<file path="src/rtl/pc_incrementer_if.sv">
// Fetch-control bundle between the fetch sequencer and the PC register.
// No valid/ready handshake here: every control input is sampled on each rising clk edge and every output is valid in every cycle.
interface pc_incrementer_if #(
    parameter int WIDTH = 32
);
    logic             stall;
    logic             skip;
    logic             load;
    logic [WIDTH-1:0] load_addr;
    logic [WIDTH-1:0] pc;
    logic [WIDTH-1:0] pc_plus;
    logic             wrap;
    logic             sat;

    modport master (
        output stall, skip, load, load_addr,
        input  pc, pc_plus, wrap, sat
    );

    modport slave (
        input  stall, skip, load, load_addr,
        output pc, pc_plus, wrap, sat
    );
endinterface

</file>
<file path="src/rtl/pc_incrementer.sv">
// Registered program counter for the fetch stage.
// Advances by STEP or 2*STEP, with stall, branch load and wrap/saturate handling at the top of the address space.
module pc_incrementer #(
    parameter int               WIDTH     = 32,
    parameter int               STEP      = 4,
    parameter logic [WIDTH-1:0] RESET_VAL = '0,
    parameter bit               SAT_MODE  = 1'b0
) (
    input logic             clk,
    input logic             reset,
    pc_incrementer_if.slave bus
);
    localparam logic [WIDTH:0]   INC_ONE = (WIDTH+1)'(longint'(STEP));
    localparam logic [WIDTH:0]   INC_TWO = (WIDTH+1)'(2 * longint'(STEP));
    localparam logic [WIDTH-1:0] LINK    = WIDTH'(longint'(STEP));

    logic [WIDTH-1:0] pcReg;
    logic             wrapReg;
    logic             satReg;
    logic [WIDTH:0]   nextSum;

    // The extra top bit is the carry out of WIDTH that drives wrap/sat.
    always_comb begin
        nextSum = {1'b0, pcReg} + (bus.skip ? INC_TWO : INC_ONE);
    end

    always_ff @(posedge clk) begin
        if (reset) begin
            pcReg   <= RESET_VAL;
            wrapReg <= 1'b0;
            satReg  <= 1'b0;
        end else if (bus.load) begin
            pcReg   <= bus.load_addr;
            wrapReg <= 1'b0;
            satReg  <= 1'b0;
        end else if (satReg) begin
            wrapReg <= 1'b0;
        end else if (bus.stall) begin
            wrapReg <= 1'b0;
        end else if (nextSum[WIDTH]) begin
            wrapReg <= 1'b1;
            if (SAT_MODE) begin
                satReg <= 1'b1;
            end else begin
                pcReg <= nextSum[WIDTH-1:0];
            end
        end else begin
            pcReg   <= nextSum[WIDTH-1:0];
            wrapReg <= 1'b0;
        end
    end

    // Link value always wraps, even when the counter itself is saturating.
    assign bus.pc_plus = pcReg + LINK;
    assign bus.pc      = pcReg;
    assign bus.wrap    = wrapReg;
    assign bus.sat     = satReg;
endmodule

</file>
<file path="src/flat_wrapper.sv">
// flat-port wrapper written by rule: the top's interface ports become plain ports
module pc_incrementer_flat 
#(
    parameter int               WIDTH     = 32,
    parameter int               STEP      = 4,
    parameter logic [WIDTH-1:0] RESET_VAL = '0,
    parameter bit               SAT_MODE  = 1'b0
)
  (clk, reset, bus_stall, bus_skip, bus_load, bus_load_addr, bus_pc, bus_pc_plus, bus_wrap, bus_sat);
  pc_incrementer_if #(.WIDTH(WIDTH)) bus_i ();
  input logic clk;
  input logic reset;
  input wire logic [$bits(bus_i.stall)-1:0] bus_stall;
  input wire logic [$bits(bus_i.skip)-1:0] bus_skip;
  input wire logic [$bits(bus_i.load)-1:0] bus_load;
  input wire logic [$bits(bus_i.load_addr)-1:0] bus_load_addr;
  output wire logic [$bits(bus_i.pc)-1:0] bus_pc;
  output wire logic [$bits(bus_i.pc_plus)-1:0] bus_pc_plus;
  output wire logic [$bits(bus_i.wrap)-1:0] bus_wrap;
  output wire logic [$bits(bus_i.sat)-1:0] bus_sat;
  assign bus_i.stall = bus_stall;
  assign bus_i.skip = bus_skip;
  assign bus_i.load = bus_load;
  assign bus_i.load_addr = bus_load_addr;
  assign bus_pc = bus_i.pc;
  assign bus_pc_plus = bus_i.pc_plus;
  assign bus_wrap = bus_i.wrap;
  assign bus_sat = bus_i.sat;
  pc_incrementer #(.WIDTH(WIDTH), .STEP(STEP), .RESET_VAL(RESET_VAL), .SAT_MODE(SAT_MODE)) u_core (.clk(clk), .reset(reset), .bus(bus_i));
endmodule
</file>
<file path="config.mk">
export PLATFORM = sky130hd
export DESIGN_NAME = pc_incrementer_flat
export DESIGN_NICKNAME = d
export VERILOG_FILES = /design/src/rtl/pc_incrementer_if.sv /design/src/rtl/pc_incrementer.sv /design/src/flat_wrapper.sv
export SDC_FILE = /design/constraint.sdc
export NUM_CORES = 1
export LEC_CHECK = 0
export BUFFER_PORTS_ARGS = -buffer_cell sky130_fd_sc_hd__buf_4
export CAP_MARGIN = 20
export CORE_MARGIN = 1
export CORE_UTILIZATION = 45
export CTS_CLUSTER_DIAMETER = 50
export DETAILED_ROUTE_END_ITERATION = 6
export PLACE_DENSITY = 0.85
export RECOVER_POWER = 100
export SLEW_MARGIN = 20
export SYNTH_ARGS = -nofsm -noshare
export SYNTH_HDL_FRONTEND = slang
export SYNTH_SLANG_ARGS = --single-unit
</file>
<file path="constraint.sdc">
create_clock -name clk -period 2.9 [get_ports clk]
set_input_delay 0.29 -clock clk [delete_from_list [all_inputs] [get_ports clk]]
set_output_delay 0.29 -clock clk [all_outputs]
set_load 0.01 [all_outputs]
</file>
Word-level counts from Yosys, hierarchy flattened --
Index checks and enable logic that the tools add are counted.
Word-level totals: input port bits 37, output and inout port bits 66, bits in registers 33
Cells by class: reduce and logical (&&, ||, !) cells 1, equal/unequal tests 1, $add $sub $neg 2, mux-type cells 4
Operator list (count):
- $mux W32 | 2
- $add A32 B33 Y33 | 1
- $add A32 B3 Y32 const B | 1
- $mux W4 | 1
- $reduce_or A3 Y1 | 1
- $ne A2 B1 Y1 const B | 1
- $mux W1 | 1

Longest topological paths before layout --
Gate-level depths: netlist of run 1.
word-level depth 4, depth in mapped cells 9

Least setup slack after synthesis of run 1 --
No wires, ideal clock.
path type register to register, start point register u_core.pcReg[2], in the netlist u_core.bus.pc[2], end point register u_core.pcReg[18], in the netlist u_core.bus.pc[18], path buffers 1, cell stages (with the launch flop) 9, required time 2.809 ns, clock period less this slack 2.595 ns, slack 0.305 ns, arrival 2.504 ns, cell sequence dfxtp_1 ha_1 inv_1 fa_1 or2_2 clkbuf_1 or2_2 or3_2 a311oi_1
On the way: longest elaborated chain between the ends 3
Ends and longest elaborated chain:
- start: declaration | line pc_incrementer.sv:17 | logic [WIDTH-1:0] pcReg;
- start signal: assignment | line pc_incrementer.sv:33 | pcReg <= bus.load_addr;
- start signal: assignment | line pc_incrementer.sv:45 | pcReg <= nextSum[WIDTH-1:0];
- start signal: assignment | line pc_incrementer.sv:48 | pcReg <= nextSum[WIDTH-1:0];
- $add A32 B33 Y33 | line pc_incrementer.sv:24 | nextSum = {1'b0, pcReg} + (bus.skip ? INC_TWO : INC_ONE);
- $mux W32 | line pc_incrementer.sv:38 | end else if (bus.stall) begin
- $mux W32 | line pc_incrementer.sv:32 | end else if (bus.load) begin
Every way passes these cells. The select of a mux whose other input is x is not followed. A chain may end at the register's enable or synchronous reset.

Final worst setup path of run 1 --
start point register u_core.pcReg[4], in the netlist u_core.bus.pc[4], end point output bus_pc_plus[25]
On the way: longest elaborated chain between the ends 1
Ends and longest elaborated chain:
- $add A32 B3 Y32 | line pc_incrementer.sv:54 | assign bus.pc_plus = pcReg + LINK;
- end: declaration | line flat_wrapper.sv:18 | output wire logic [$bits(bus_i.pc_plus)-1:0] bus_pc_plus;
Every way passes these cells.

==> results_tabular.tex, run 1 <==
\begin{tabular}{lr}
\hline
Metric & Value \\
\hline
\multicolumn{2}{l}{\textbf{Synthesis}} \\
\quad Number of distinct library cells after synthesis & 50 \\
\quad Combined area of all synthesized cells & 0.00264 sq mm \\
\quad Avg Cell Area, Syn & 7.62 sq um \\
\quad Most area-hungry cell type in the Yosys netlist & dfxtp\_1 \\
\quad Count of warnings emitted by yosys & 0 \\
\quad Number of synthesized flops with an enable pin & 0 \\
\quad Area fraction of the dominant cell type after synthesis & 25.0\% \\
\quad Total of flip-flops plus latches after synthesis & 33 \\
\quad Count of mapped cells out of synthesis & 347 \\
\quad Asr flop ratio synth & 0\% \\
\quad Synthesized Nets & 388 \\
\quad Top cells by area in the synthesized netlist & dfxtp\_1, xnor2\_1, nor2\_1, nand4\_1, nand2\_1 \\
\quad Dominant register cell in the synthesized netlist & dfxtp\_1 \\
\quad Post-synthesis sequential area ratio & 25.0\% \\
\multicolumn{2}{l}{\textbf{GRT}} \\
\quad Total global-route track usage & 25.6\% \\
\quad First-pass GRT wire length & 12.6 mm \\
\quad Number of global-route vias before repair & 2723 \\
\quad Largest net degree at the start of global routing & 36 \\
\quad Total congestion overflow after global routing & 0 \\
\quad Antenna violations before repair & 0 \\
\multicolumn{2}{l}{\textbf{Final layout}} \\
\quad Ant diodes & 0 \\
\quad Share of post-route cells with drive strength above 1 & 13.8\% \\
\quad Commonest non-fill, non-tap cells in the layout & clkbuf\_1, buf\_4, nor2\_1 \\
\quad Non-filler instance count after layout & 493 \\
\quad Most common library cell in the layout ignoring fill and taps & clkbuf\_1 \\
\quad Number of fill cells in the layout & 577 \\
\quad Net count reported at finish & 462 \\
\quad FF/Latch Area & 661 sq um \\
\quad Area occupied by multi-input gates & 0.00168 sq mm \\
\quad Area Growth Syn to Fin & 18.6\% \\
\multicolumn{2}{l}{\textbf{Critical path}} \\
\quad Type of the setup path with the least slack & flop to output pin \\
\quad Kind of start point of the critical path & flop \\
\quad Endpoint class of the critical path & output pin \\
\quad Data required time of the critical path & 2.61 ns \\
\quad Crit path max fanout & 9 \\
\quad Critical path data arrival time & 2.46 ns \\
\multicolumn{2}{l}{\textbf{Power and ir drop}} \\
\quad Peak supply drop & 0.281 mV \\
\quad Reported leakage power & 1.10 nW \\
\quad PwrDens & 372 mW/mm\^{}2 \\
\multicolumn{2}{l}{\textbf{Clock network}} \\
\quad CTS tree & yes \\
\quad Clock latency on the worst-skew pair & 0.29 ns \\
\quad Post-CTS sizing & 0 \\
\quad Worst-case clock buffer depth & 2 \\
\quad Deepest level of the CTS H-tree & 2 \\
\quad Clock Pin Slew Worst Setup and Hold Paths & 0.07 ns \\
\quad Number of buffers inserted during clock tree synthesis & 5 \\
\quad Clock root buffer & clkbuf\_8 \\
\quad Setup Fix Bufs, Post-CTS & 0 \\
\quad Clock sink total & 33 \\
\quad Number of buffers inserted for hold repair after clock tree synthesis & 0 \\
\multicolumn{2}{l}{\textbf{Detailed routing}} \\
\quad Number of nets with antenna violations after detailed routing & 0 \\
\quad Total number of vias & 2905 \\
\quad DRC marker count from the first detailed-route iteration & 277 \\
\quad Vias per Instance & 5.89 \\
\quad Detail-routed net length per standard cell & 15.6 um \\
\quad Detailed-routing iteration count for the pre-antenna-repair pass & 4 \\
\quad Final wirelength & 7.68 mm \\
\quad Number of remaining DRC errors & 0 \\
\multicolumn{2}{l}{\textbf{Floorplan}} \\
\quad Die Footprint & 0.00619 sq mm \\
\quad Site row count & 27 \\
\quad Die X-Extent & 78.7 um \\
\quad Core footprint & 0.00557 sq mm \\
\quad Starting density of the core & 47.4\% \\
\quad Height of the chip & 78.7 um \\
\quad Boundary Pins & 103 \\
\multicolumn{2}{l}{\textbf{Timing}} \\
\quad Count of final setup violators & 0 \\
\quad Transition time at the pin with the least slew margin & 1.25 ns \\
\quad Final max-slew violation count & 0 \\
\quad Max\_slew headroom & 16.3\% \\
\quad Highest attainable clock frequency & 364 MHz \\
\quad Worst clock skew & 0.00588 ns \\
\quad Minimum clock period & 2.75 ns \\
\quad Setup repair after global routing missed its margin & false \\
\quad Part of the cycle the worst path needs & 94.8\% \\
\quad Number of hold-slack violations in the final timing report & 0 \\
\quad PnR worst setup slack & 0.151 ns \\
\quad Setup TNS & 0 ns \\
\multicolumn{2}{l}{\textbf{Placed design}} \\
\quad Worst setup slack before clock tree synthesis & 0.238 ns \\
\quad Final Wtd Congestion & 0.854 \\
\quad Count of port buffers added during placement & 101 \\
\quad Detailed placer's ending HPWL & 5.65 mm \\
\quad Total placed cells including tap cells & 486 \\
\multicolumn{2}{l}{\textbf{Run}} \\
\quad Maxcap violations & 0 \\
\multicolumn{2}{l}{\textbf{Hold path}} \\
\quad Hold/Removal Path Class & primary input to flop \\
\multicolumn{2}{l}{\textbf{Run status}} \\
\quad Result of the run & complete, no violations \\
\hline
\end{tabular}
[path summary, 6_finish.rpt]
kind	slack, ns	start	depth (start not counted)	endpoint
setup / recovery	0.15	u_core.bus.pc[4]	5	bus_pc_plus[25]
hold reg to reg	0.53	u_core.bus.pc[0]	2	u_core.bus.pc[0]
setup reg to reg	0.20	u_core.bus.pc[2]	7	u_core.bus.pc[22]
hold / removal	0.23	bus_load_addr[3]	3	u_core.bus.pc[3]
[worst max-delay path, stage by stage (launching register included)]
cell and delay [ns]:
dfxtp_1 0.50, nand3_1 0.27, or2_0 0.45, or4_1 0.62
xnor2_1 0.17, buf_4 0.14
[sequential cells by signal (all words and copies together) (netlist names)]
name and cells:
u_core.bus.wrap 1, u_core.bus.pc 32
[kinds of logic (layout without fill, tap and decap cells)]
kind of cell | Yosys count | in the layout | synth area share, %
xor gates and xnor gates | 38 | 38 | 12.6
muxes | 5 | 5 | 1.89
other | 1 | 1 | 0.142
and+or+nand+nor | 160 | 160 | 32.0
AOI/OAI and AO/OA | 52 | 52 | 14.8
adders and majority gates | 4 | 4 | 2.18
buffers and inverters | 54 | 128 | 11.5
DFF | 33 | 33 | 25.0
[stage by stage]
stage / total power [mW] / area (sq um) / hold slack [ns] / utilization [%]
finish: 1.17 / 3140 / 0.231 / 56.3
floorplan: 0.722 / 2640 / 0.433 / -
global placement: 0.856 / 3290 / 0.501 / 59.1
global route: 1.22 / 3140 / 0.265 / 56.3
CTS: 1.22 / 3380 / 0.231 / 60.7
detailed placement: 0.865 / 3290 / 0.528 / 59.1
[power breakdown]
group	switching (mW)	internal [mW]	total, mW
registers	0.0668	0.485	0.551
clock network	0.168	0.188	0.356
logic	0.139	0.119	0.258
[final cells by class]
| type | instances | share of cell area (%) |
|---|---|---|
| Multi-Input combinational cell | 260 | 53.6 |
| Sequential cell | 33 | 21.1 |
| Timing Repair Buffer | 109 | 18.3 |
| Tap cell | 72 | 2.87 |
| Clock buffer | 7 | 2.75 |
| Inverter | 12 | 1.44 |
[Yosys cell counts (all sizes together), types with 5 or more instances]
library cell,number
xnor2,28
dfxtp,33
nor4,13
nor3,14
a311oi,9
a21oi,5
mux2i,5
inv,12
o31ai,5
buf,23
nand3,17
a31oi,6
or2,5
nand4,18
a2111oi,5
xor2,10
clkbuf,18
or3,5
a211oi,10
nand2,24
nor2,42
[per-layer routing]
| metal | GRT usage [%] | part of all wire [%] | wire (um) |
|---|---|---|---|
| met5 | 0 | 0 | 0 |
| met3 | 5.81 | 8.6 | 662 |
| met4 | 11.7 | 2.0 | 157 |
| met1 | 32.6 | 43 | 3320 |
| met2 | 40.8 | 46 | 3540 |
No activity file was read; power rests on OpenSTA's default activity.
==> inputs of run 2 (changes only) <==
BUFFER_PORTS_ARGS = -buffer_cell sky130_fd_sc_hd__clkbuf_2   (was -buffer_cell sky130_fd_sc_hd__buf_4)
HOLD_SLACK_MARGIN = 0.02   (was unset)
==> results_tabular.tex, run 2 (synthesis results as in run 1) <==
\begin{tabular}{lr}
\hline
Metric & Value \\
\hline
\multicolumn{2}{l}{\textbf{Clock network}} \\
\quad Post-CTS sizing & 0 (unchanged) \\
\quad Number of buffers inserted during clock tree synthesis & 5 (unchanged) \\
\quad Clock sink total & 33 (unchanged) \\
\quad Clock latency on the worst-skew pair & 0.29 ns (about the same) \\
\quad Setup Fix Bufs, Post-CTS & 0 (unchanged) \\
\quad CTS tree & yes \\
\quad Number of buffers inserted for hold repair after clock tree synthesis & 0 (unchanged) \\
\quad Worst-case clock buffer depth & 2 (unchanged) \\
\quad Clock root buffer & clkbuf\_8 \\
\quad Deepest level of the CTS H-tree & 2 (unchanged) \\
\quad Clock Pin Slew Worst Setup and Hold Paths & 0.07 ns (about the same) \\
\multicolumn{2}{l}{\textbf{Critical path}} \\
\quad Critical path data arrival time & 2.48 ns (+0.02 ns) \\
\quad Kind of start point of the critical path & flop \\
\quad Crit path max fanout & 9 (unchanged) \\
\quad Type of the setup path with the least slack & flop to output pin \\
\quad Endpoint class of the critical path & output pin \\
\quad Data required time of the critical path & 2.61 ns (about the same) \\
\multicolumn{2}{l}{\textbf{Placed design}} \\
\quad Total placed cells including tap cells & 489 (+0.62\%) \\
\quad Worst setup slack before clock tree synthesis & 0.254 ns (+0.0157 ns) \\
\quad Dpl cell area & 0.00306 sq mm (-7.0\%) \\
\quad Detailed placer's ending HPWL & 5.58 mm (-1.3\%) \\
\quad Final Wtd Congestion & 0.875 (+2.4\%) \\
\quad Count of port buffers added during placement & 101 (unchanged) \\
\multicolumn{2}{l}{\textbf{Floorplan}} \\
\quad Site row count & 27 (unchanged) \\
\quad Height of the chip & 78.7 um (unchanged) \\
\quad Die X-Extent & 78.7 um (unchanged) \\
\quad Starting density of the core & 47.4\% (unchanged) \\
\quad Core footprint & 0.00557 sq mm (unchanged) \\
\quad Boundary Pins & 103 (unchanged) \\
\quad Die Footprint & 0.00619 sq mm (unchanged) \\
\multicolumn{2}{l}{\textbf{Final layout}} \\
\quad Area Growth Syn to Fin & 15.7\% \\
\quad Number of fill cells in the layout & 575 (-0.35\%) \\
\quad Final Instance Area & 0.00306 sq mm (-2.5\%) \\
\quad Commonest non-fill, non-tap cells in the layout & clkbuf\_1, nor2\_1, clkbuf\_2 \\
\quad Non-filler instance count after layout & 496 (+0.61\%) \\
\quad Most common library cell in the layout ignoring fill and taps & clkbuf\_1 \\
\quad Share of post-route cells with drive strength above 1 & 14.9\% (+1.1 points) \\
\quad Net count reported at finish & 465 (+0.65\%) \\
\quad Ant diodes & 0 (unchanged) \\
\quad Largest register FFs & 32 (unchanged) \\
\quad Final Core Density & 54.9\% (-1.4 points) \\
\multicolumn{2}{l}{\textbf{GRT}} \\
\quad Number of global-route vias before repair & 2578 (-5.3\%) \\
\quad Total global-route track usage & 25.3\% (-0.32 points) \\
\quad Antenna violations before repair & 0 (unchanged) \\
\quad Largest net degree at the start of global routing & 36 (unchanged) \\
\quad First-pass GRT wire length & 12.3 mm (-2.0\%) \\
\quad Total congestion overflow after global routing & 0 (unchanged) \\
\multicolumn{2}{l}{\textbf{Timing}} \\
\quad Count of final setup violators & 0 (unchanged) \\
\quad Setup repair after global routing missed its margin & false \\
\quad Number of hold-slack violations in the final timing report & 0 (unchanged) \\
\quad Minimum clock period & 2.77 ns (+0.0233 ns) \\
\quad PnR worst setup slack & 0.128 ns (-0.0233 ns) \\
\quad Setup TNS & 0 ns (unchanged) \\
\quad Worst clock skew & 0.00931 ns (+0.00342 ns) \\
\quad Worst hold slack after final layout & 0.229 ns (-0.00243 ns) \\
\quad Transition time at the pin with the least slew margin & 1.53 ns (+0.271 ns) \\
\quad Part of the cycle the worst path needs & 95.6\% (+0.80 points) \\
\quad Highest attainable clock frequency & 361 MHz (-0.84\%) \\
\quad Max\_slew headroom & -1.72\% (-18 points) \\
\quad Final max-slew violation count & 36 (+36) \\
\multicolumn{2}{l}{\textbf{Power and ir drop}} \\
\quad Reported leakage power & 1.09 nW (-0.84\%) \\
\quad Total power consumption of the routed design & 1.16 mW (-0.34\%) \\
\quad Peak supply drop & 0.162 mV (-42\%) \\
\quad PwrDens & 380 mW/mm\^{}2 (+2.2\%) \\
\multicolumn{2}{l}{\textbf{Detailed routing}} \\
\quad Final wirelength & 7.67 mm (-0.12\%) \\
\quad Detail-routed net length per standard cell & 15.5 um (-0.72\%) \\
\quad Vias per Instance & 5.82 (-1.2\%) \\
\quad Total number of vias & 2887 (-0.62\%) \\
\quad Detailed-routing iteration count for the pre-antenna-repair pass & 5 (+1) \\
\quad Number of remaining DRC errors & 0 (unchanged) \\
\quad DRC marker count from the first detailed-route iteration & 406 (+47\%) \\
\quad Number of nets with antenna violations after detailed routing & 0 (unchanged) \\
\multicolumn{2}{l}{\textbf{Hold path}} \\
\quad Hold/Removal Path Class & primary input to flop \\
\multicolumn{2}{l}{\textbf{Run status}} \\
\quad Violated checks & max-capacitance violations, max-slew violations \\
\quad Result of the run & finished with violations \\
\multicolumn{2}{l}{\textbf{Run}} \\
\quad Maxcap violations & 1 (+1) \\
\hline
\end{tabular}
run 2: final timing paths:
path,cells past startpoint,startpoint,slack (ns),to
max,5,u_core.bus.pc[4],0.13,bus_pc_plus[25]
min reg2reg,2,u_core.bus.pc[1],0.54,u_core.bus.pc[1]
min,3,bus_load_addr[21],0.23,u_core.bus.pc[21]
max reg2reg,7,u_core.bus.pc[2],0.19,u_core.bus.pc[22]
run 2: cell type report:
class / instances / area (sq um) / share of cell area, %
multi-input combinational: 260 / 1680 / 55.0
sequential: 33 / 661 / 21.6
timing repair buffer: 112 / 495 / 16.2
tap: 72 / 90.1 / 2.95
clock buffer: 7 / 86.3 / 2.82
inverter: 12 / 45.0 / 1.47
run 2: critical path, stage by stage (launching register included):
cell and delay, ns:
dfxtp_1 0.53, nand3_1 0.29, or2_2 0.46, or4_1 0.58, xnor2_1 0.17, clkbuf_1 0.17
run 2: power breakdown:
part	switching (mW)	internal [mW]	total, mW
clock	0.177	0.189	0.366
sequential	0.0627	0.485	0.547
combinational	0.142	0.107	0.249
total	0.382	0.780	1.16
run 2: routing by layer:
metal  share of wire (%)  track usage, %
met1                  42            33.9
met2                  45            38.0
met3                  10            5.93
met4                 2.7            11.5
met5                   0               0
==> inputs of run 3 (changes only) <==
clock period = 2.8 ns   (was 2.9 ns; I/O delays follow)
==> results_tabular.tex, run 3 (synthesis results as in run 1) <==
\begin{tabular}{lr}
\hline
Metric & Value \\
\hline
\multicolumn{2}{l}{\textbf{Run status}} \\
\quad Result of the run & complete, no violations \\
\multicolumn{2}{l}{\textbf{Timing}} \\
\quad Highest attainable clock frequency & 374 MHz \\
\quad Number of hold-slack violations in the final timing report & 0 (unchanged) \\
\quad Transition time at the pin with the least slew margin & 1.21 ns (-0.313 ns) \\
\quad Worst hold slack after final layout & 0.210 ns (-0.0191 ns) \\
\quad Count of final setup violators & 0 (unchanged) \\
\quad Max\_slew headroom & 19.2\% (+21 points) \\
\quad Setup TNS & 0 ns (unchanged) \\
\quad Setup repair after global routing missed its margin & false \\
\quad Worst clock skew & 0.0149 ns (+0.00562 ns) \\
\quad Part of the cycle the worst path needs & 95.4\% \\
\quad Final max-slew violation count & 0 (-100\%) \\
\quad Minimum clock period & 2.67 ns \\
\multicolumn{2}{l}{\textbf{Critical path}} \\
\quad Worst setup slack for register-to-register paths & 0.25 ns (+0.06 ns) \\
\quad Cell Chain, Critical Path & nand3\_1 -> or2\_2 -> or4\_1 -> xnor2\_1 -> clkbuf\_1 \\
\quad Endpoint class of the critical path & output pin \\
\quad Kind of cell with the highest combined delay on the critical path & simple AND/OR/NAND/NOR gates \\
\quad Worst path slowest cell & or4\_1 \\
\quad Kind of start point of the critical path & flop \\
\quad Critical path data arrival time & 2.39 ns (-0.09 ns) \\
\quad Maximum cell stage delay along the critical path & 0.56 ns (-0.02 ns) \\
\quad Cell count of the worst reg-to-reg path & 6 (-1) \\
\quad Crit path max fanout & 7 (-2) \\
\quad Data required time of the critical path & 2.52 ns (-0.09 ns) \\
\quad Worst reg2reg path startpoint & u\_core.bus.pc[3] \\
\quad Type of the setup path with the least slack & flop to output pin \\
\quad CP Buf/Inv Count & 1 (unchanged) \\
\quad Worst reg2reg endpoint & u\_core.bus.pc[18] \\
\multicolumn{2}{l}{\textbf{Power and ir drop}} \\
\quad Share of total power in the clock network & 30.9\% (-0.6 points) \\
\quad Power share of the combinational group & 21.7\% (+0.3 points) \\
\quad Peak supply drop & 0.185 mV (+14\%) \\
\quad Internal Dissipation & 0.785 mW (+0.65\%) \\
\quad Flop pwr share & 47.4\% (+0.3 points) \\
\quad Net Sw Power & 0.412 mW (+7.8\%) \\
\quad PwrDens & 390 mW/mm\^{}2 (+2.6\%) \\
\quad Switching share of power & 34.4\% (+1.5 points) \\
\quad Reported leakage power & 1.09 nW (+0.32\%) \\
\multicolumn{2}{l}{\textbf{Clock network}} \\
\quad Clock latency on the worst-skew pair & 0.30 ns (about the same) \\
\quad Number of buffers inserted during clock tree synthesis & 5 (unchanged) \\
\quad Clock sink total & 33 (unchanged) \\
\quad Number of buffers inserted for hold repair after clock tree synthesis & 0 (unchanged) \\
\quad Setup Fix Bufs, Post-CTS & 0 (unchanged) \\
\quad Post-CTS sizing & 0 (unchanged) \\
\quad Clock root buffer & clkbuf\_8 \\
\quad Worst-case clock buffer depth & 2 (unchanged) \\
\quad CTS tree & yes \\
\quad Deepest level of the CTS H-tree & 2 (unchanged) \\
\quad Clock Pin Slew Worst Setup and Hold Paths & 0.08 ns (about the same) \\
\multicolumn{2}{l}{\textbf{GRT}} \\
\quad Number of global-route vias before repair & 2528 (-1.9\%) \\
\quad Met3 track demand over resource in global routing & 4.77\% (-1.2 points) \\
\quad Largest net degree at the start of global routing & 35 (-2.8\%) \\
\quad Grt met1 use & 33.3\% (-0.64 points) \\
\quad Grt met2 use & 39.4\% (+1.4 points) \\
\quad Total congestion overflow after global routing & 0 (unchanged) \\
\quad Busiest layer in global routing & met2 \\
\quad Total global-route track usage & 24.9\% (-0.39 points) \\
\quad Antenna violations before repair & 0 (unchanged) \\
\quad First-pass GRT wire length & 12.1 mm (-1.8\%) \\
\multicolumn{2}{l}{\textbf{Floorplan}} \\
\quad Die Footprint & 0.00619 sq mm (unchanged) \\
\quad Boundary Pins & 103 (unchanged) \\
\quad Height of the chip & 78.7 um (unchanged) \\
\quad Site row count & 27 (unchanged) \\
\quad Die X-Extent & 78.7 um (unchanged) \\
\quad Core footprint & 0.00557 sq mm (unchanged) \\
\quad Starting density of the core & 47.4\% (unchanged) \\
\multicolumn{2}{l}{\textbf{Hold path}} \\
\quad Worst hold stages & 3 (unchanged) \\
\quad Hold worst-path end & u\_core.bus.pc[19] \\
\quad HP Start & bus\_load\_addr[19] \\
\quad Hold/Removal Path Class & primary input to flop \\
\multicolumn{2}{l}{\textbf{Final layout}} \\
\quad Number of fill cells in the layout & 573 (-0.35\%) \\
\quad Largest register FFs & 32 (unchanged) \\
\quad FF/Latch Area & 661 sq um (unchanged) \\
\quad Commonest non-fill, non-tap cells in the layout & clkbuf\_1, nor2\_1, clkbuf\_2 \\
\quad Area occupied by multi-input gates & 0.00168 sq mm (unchanged) \\
\quad Share of post-route cells with drive strength above 1 & 15.4\% (+0.56 points) \\
\quad Area Growth Syn to Fin & 16.1\% \\
\quad Ant diodes & 0 (unchanged) \\
\quad Most common library cell in the layout ignoring fill and taps & clkbuf\_1 \\
\quad Net count reported at finish & 468 (+0.65\%) \\
\multicolumn{2}{l}{\textbf{Detailed routing}} \\
\quad Detailed-routing iteration count for the pre-antenna-repair pass & 5 (unchanged) \\
\quad Number of nets with antenna violations after detailed routing & 0 (unchanged) \\
\quad Total number of vias & 2906 (+0.66\%) \\
\quad Detail-routed net length per standard cell & 15.3 um (-0.77\%) \\
\quad Final wirelength & 7.67 mm (about the same) \\
\quad DRC marker count from the first detailed-route iteration & 268 (-34\%) \\
\quad Vias per Instance & 5.81 (-0.15\%) \\
\quad Number of remaining DRC errors & 0 (unchanged) \\
\multicolumn{2}{l}{\textbf{Run}} \\
\quad Maxcap violations & 0 (-1) \\
\multicolumn{2}{l}{\textbf{Placed design}} \\
\quad Detailed placer's ending HPWL & 5.59 mm (+0.18\%) \\
\quad Count of port buffers added during placement & 101 (unchanged) \\
\quad Final Wtd Congestion & 0.853 (-2.5\%) \\
\hline
\end{tabular}
-- run 3: worst max path at each step --
stage                              to             start  slack, ns  depth (start not counted)
finish                bus_pc_plus[25]  u_core.bus.pc[5]       0.13                          5
floorplan           u_core.bus.pc[18]  u_core.bus.pc[2]       0.21                          8
global route          bus_pc_plus[25]  u_core.bus.pc[5]       0.05                          5
global placement    u_core.bus.pc[18]          bus_skip       0.25                          9
detailed placement  u_core.bus.pc[22]          bus_skip       0.15                          9
CTS                   bus_pc_plus[25]  u_core.bus.pc[5]       0.15                          5
-- run 3: per-stage QoR --
step / std cells / utilization (%) / setup WS (ns) / power, mW / area, sq um
after global routing: 500 / 55.1 / 0.0481 / 1.26 / 3070
after detailed placement: 492 / 55.4 / 0.153 / 0.851 / 3090
after CTS: 500 / 56.9 / 0.154 / 1.22 / 3170
final: 500 / 55.1 / 0.129 / 1.20 / 3070
after global placement: 492 / 55.4 / 0.251 / 0.844 / 3090
after floorplan: 347 / - / 0.205 / 0.748 / 2640
-- run 3: routing by layer --
metal | vias to the layer above | part of all wire (%) | routed length, um
met5 | - | 0 | 0
met4 | 0 | 2.0 | 157
met3 | 21 | 9.3 | 711
met2 | 156 | 45 | 3470
met1 | 1319 | 43 | 3340
li1 | 1410 | - | -
-- run 3: power groups by stage --
stage                     registers (mW)  logic (mW)  clock network (mW)
after floorplan                    0.556       0.192                   0
after global placement             0.573       0.270                   0
after detailed placement           0.575       0.276                   0
after CTS                          0.565       0.278               0.373
after global routing               0.573       0.288               0.399
final                              0.567       0.260               0.370
-- run 3: cell type report --
cell class | instances | area share [%]
tap | 72 | 2.94
clock buffer | 5 | 2.24
sequential | 33 | 21.5
multi-input combinational | 260 | 54.7
timing repair buffer | 115 | 16.5
clock inverter | 3 | 0.571
inverter | 12 | 1.47
-- run 3: worst reg2reg max path: stages (launching register included) --
cell and delay (ns):
dfxtp_1 0.45, inv_1 0.11, fa_1 0.51, or2_2 0.40, or2_2 0.33, or3_2 0.41
a311oi_1 0.26
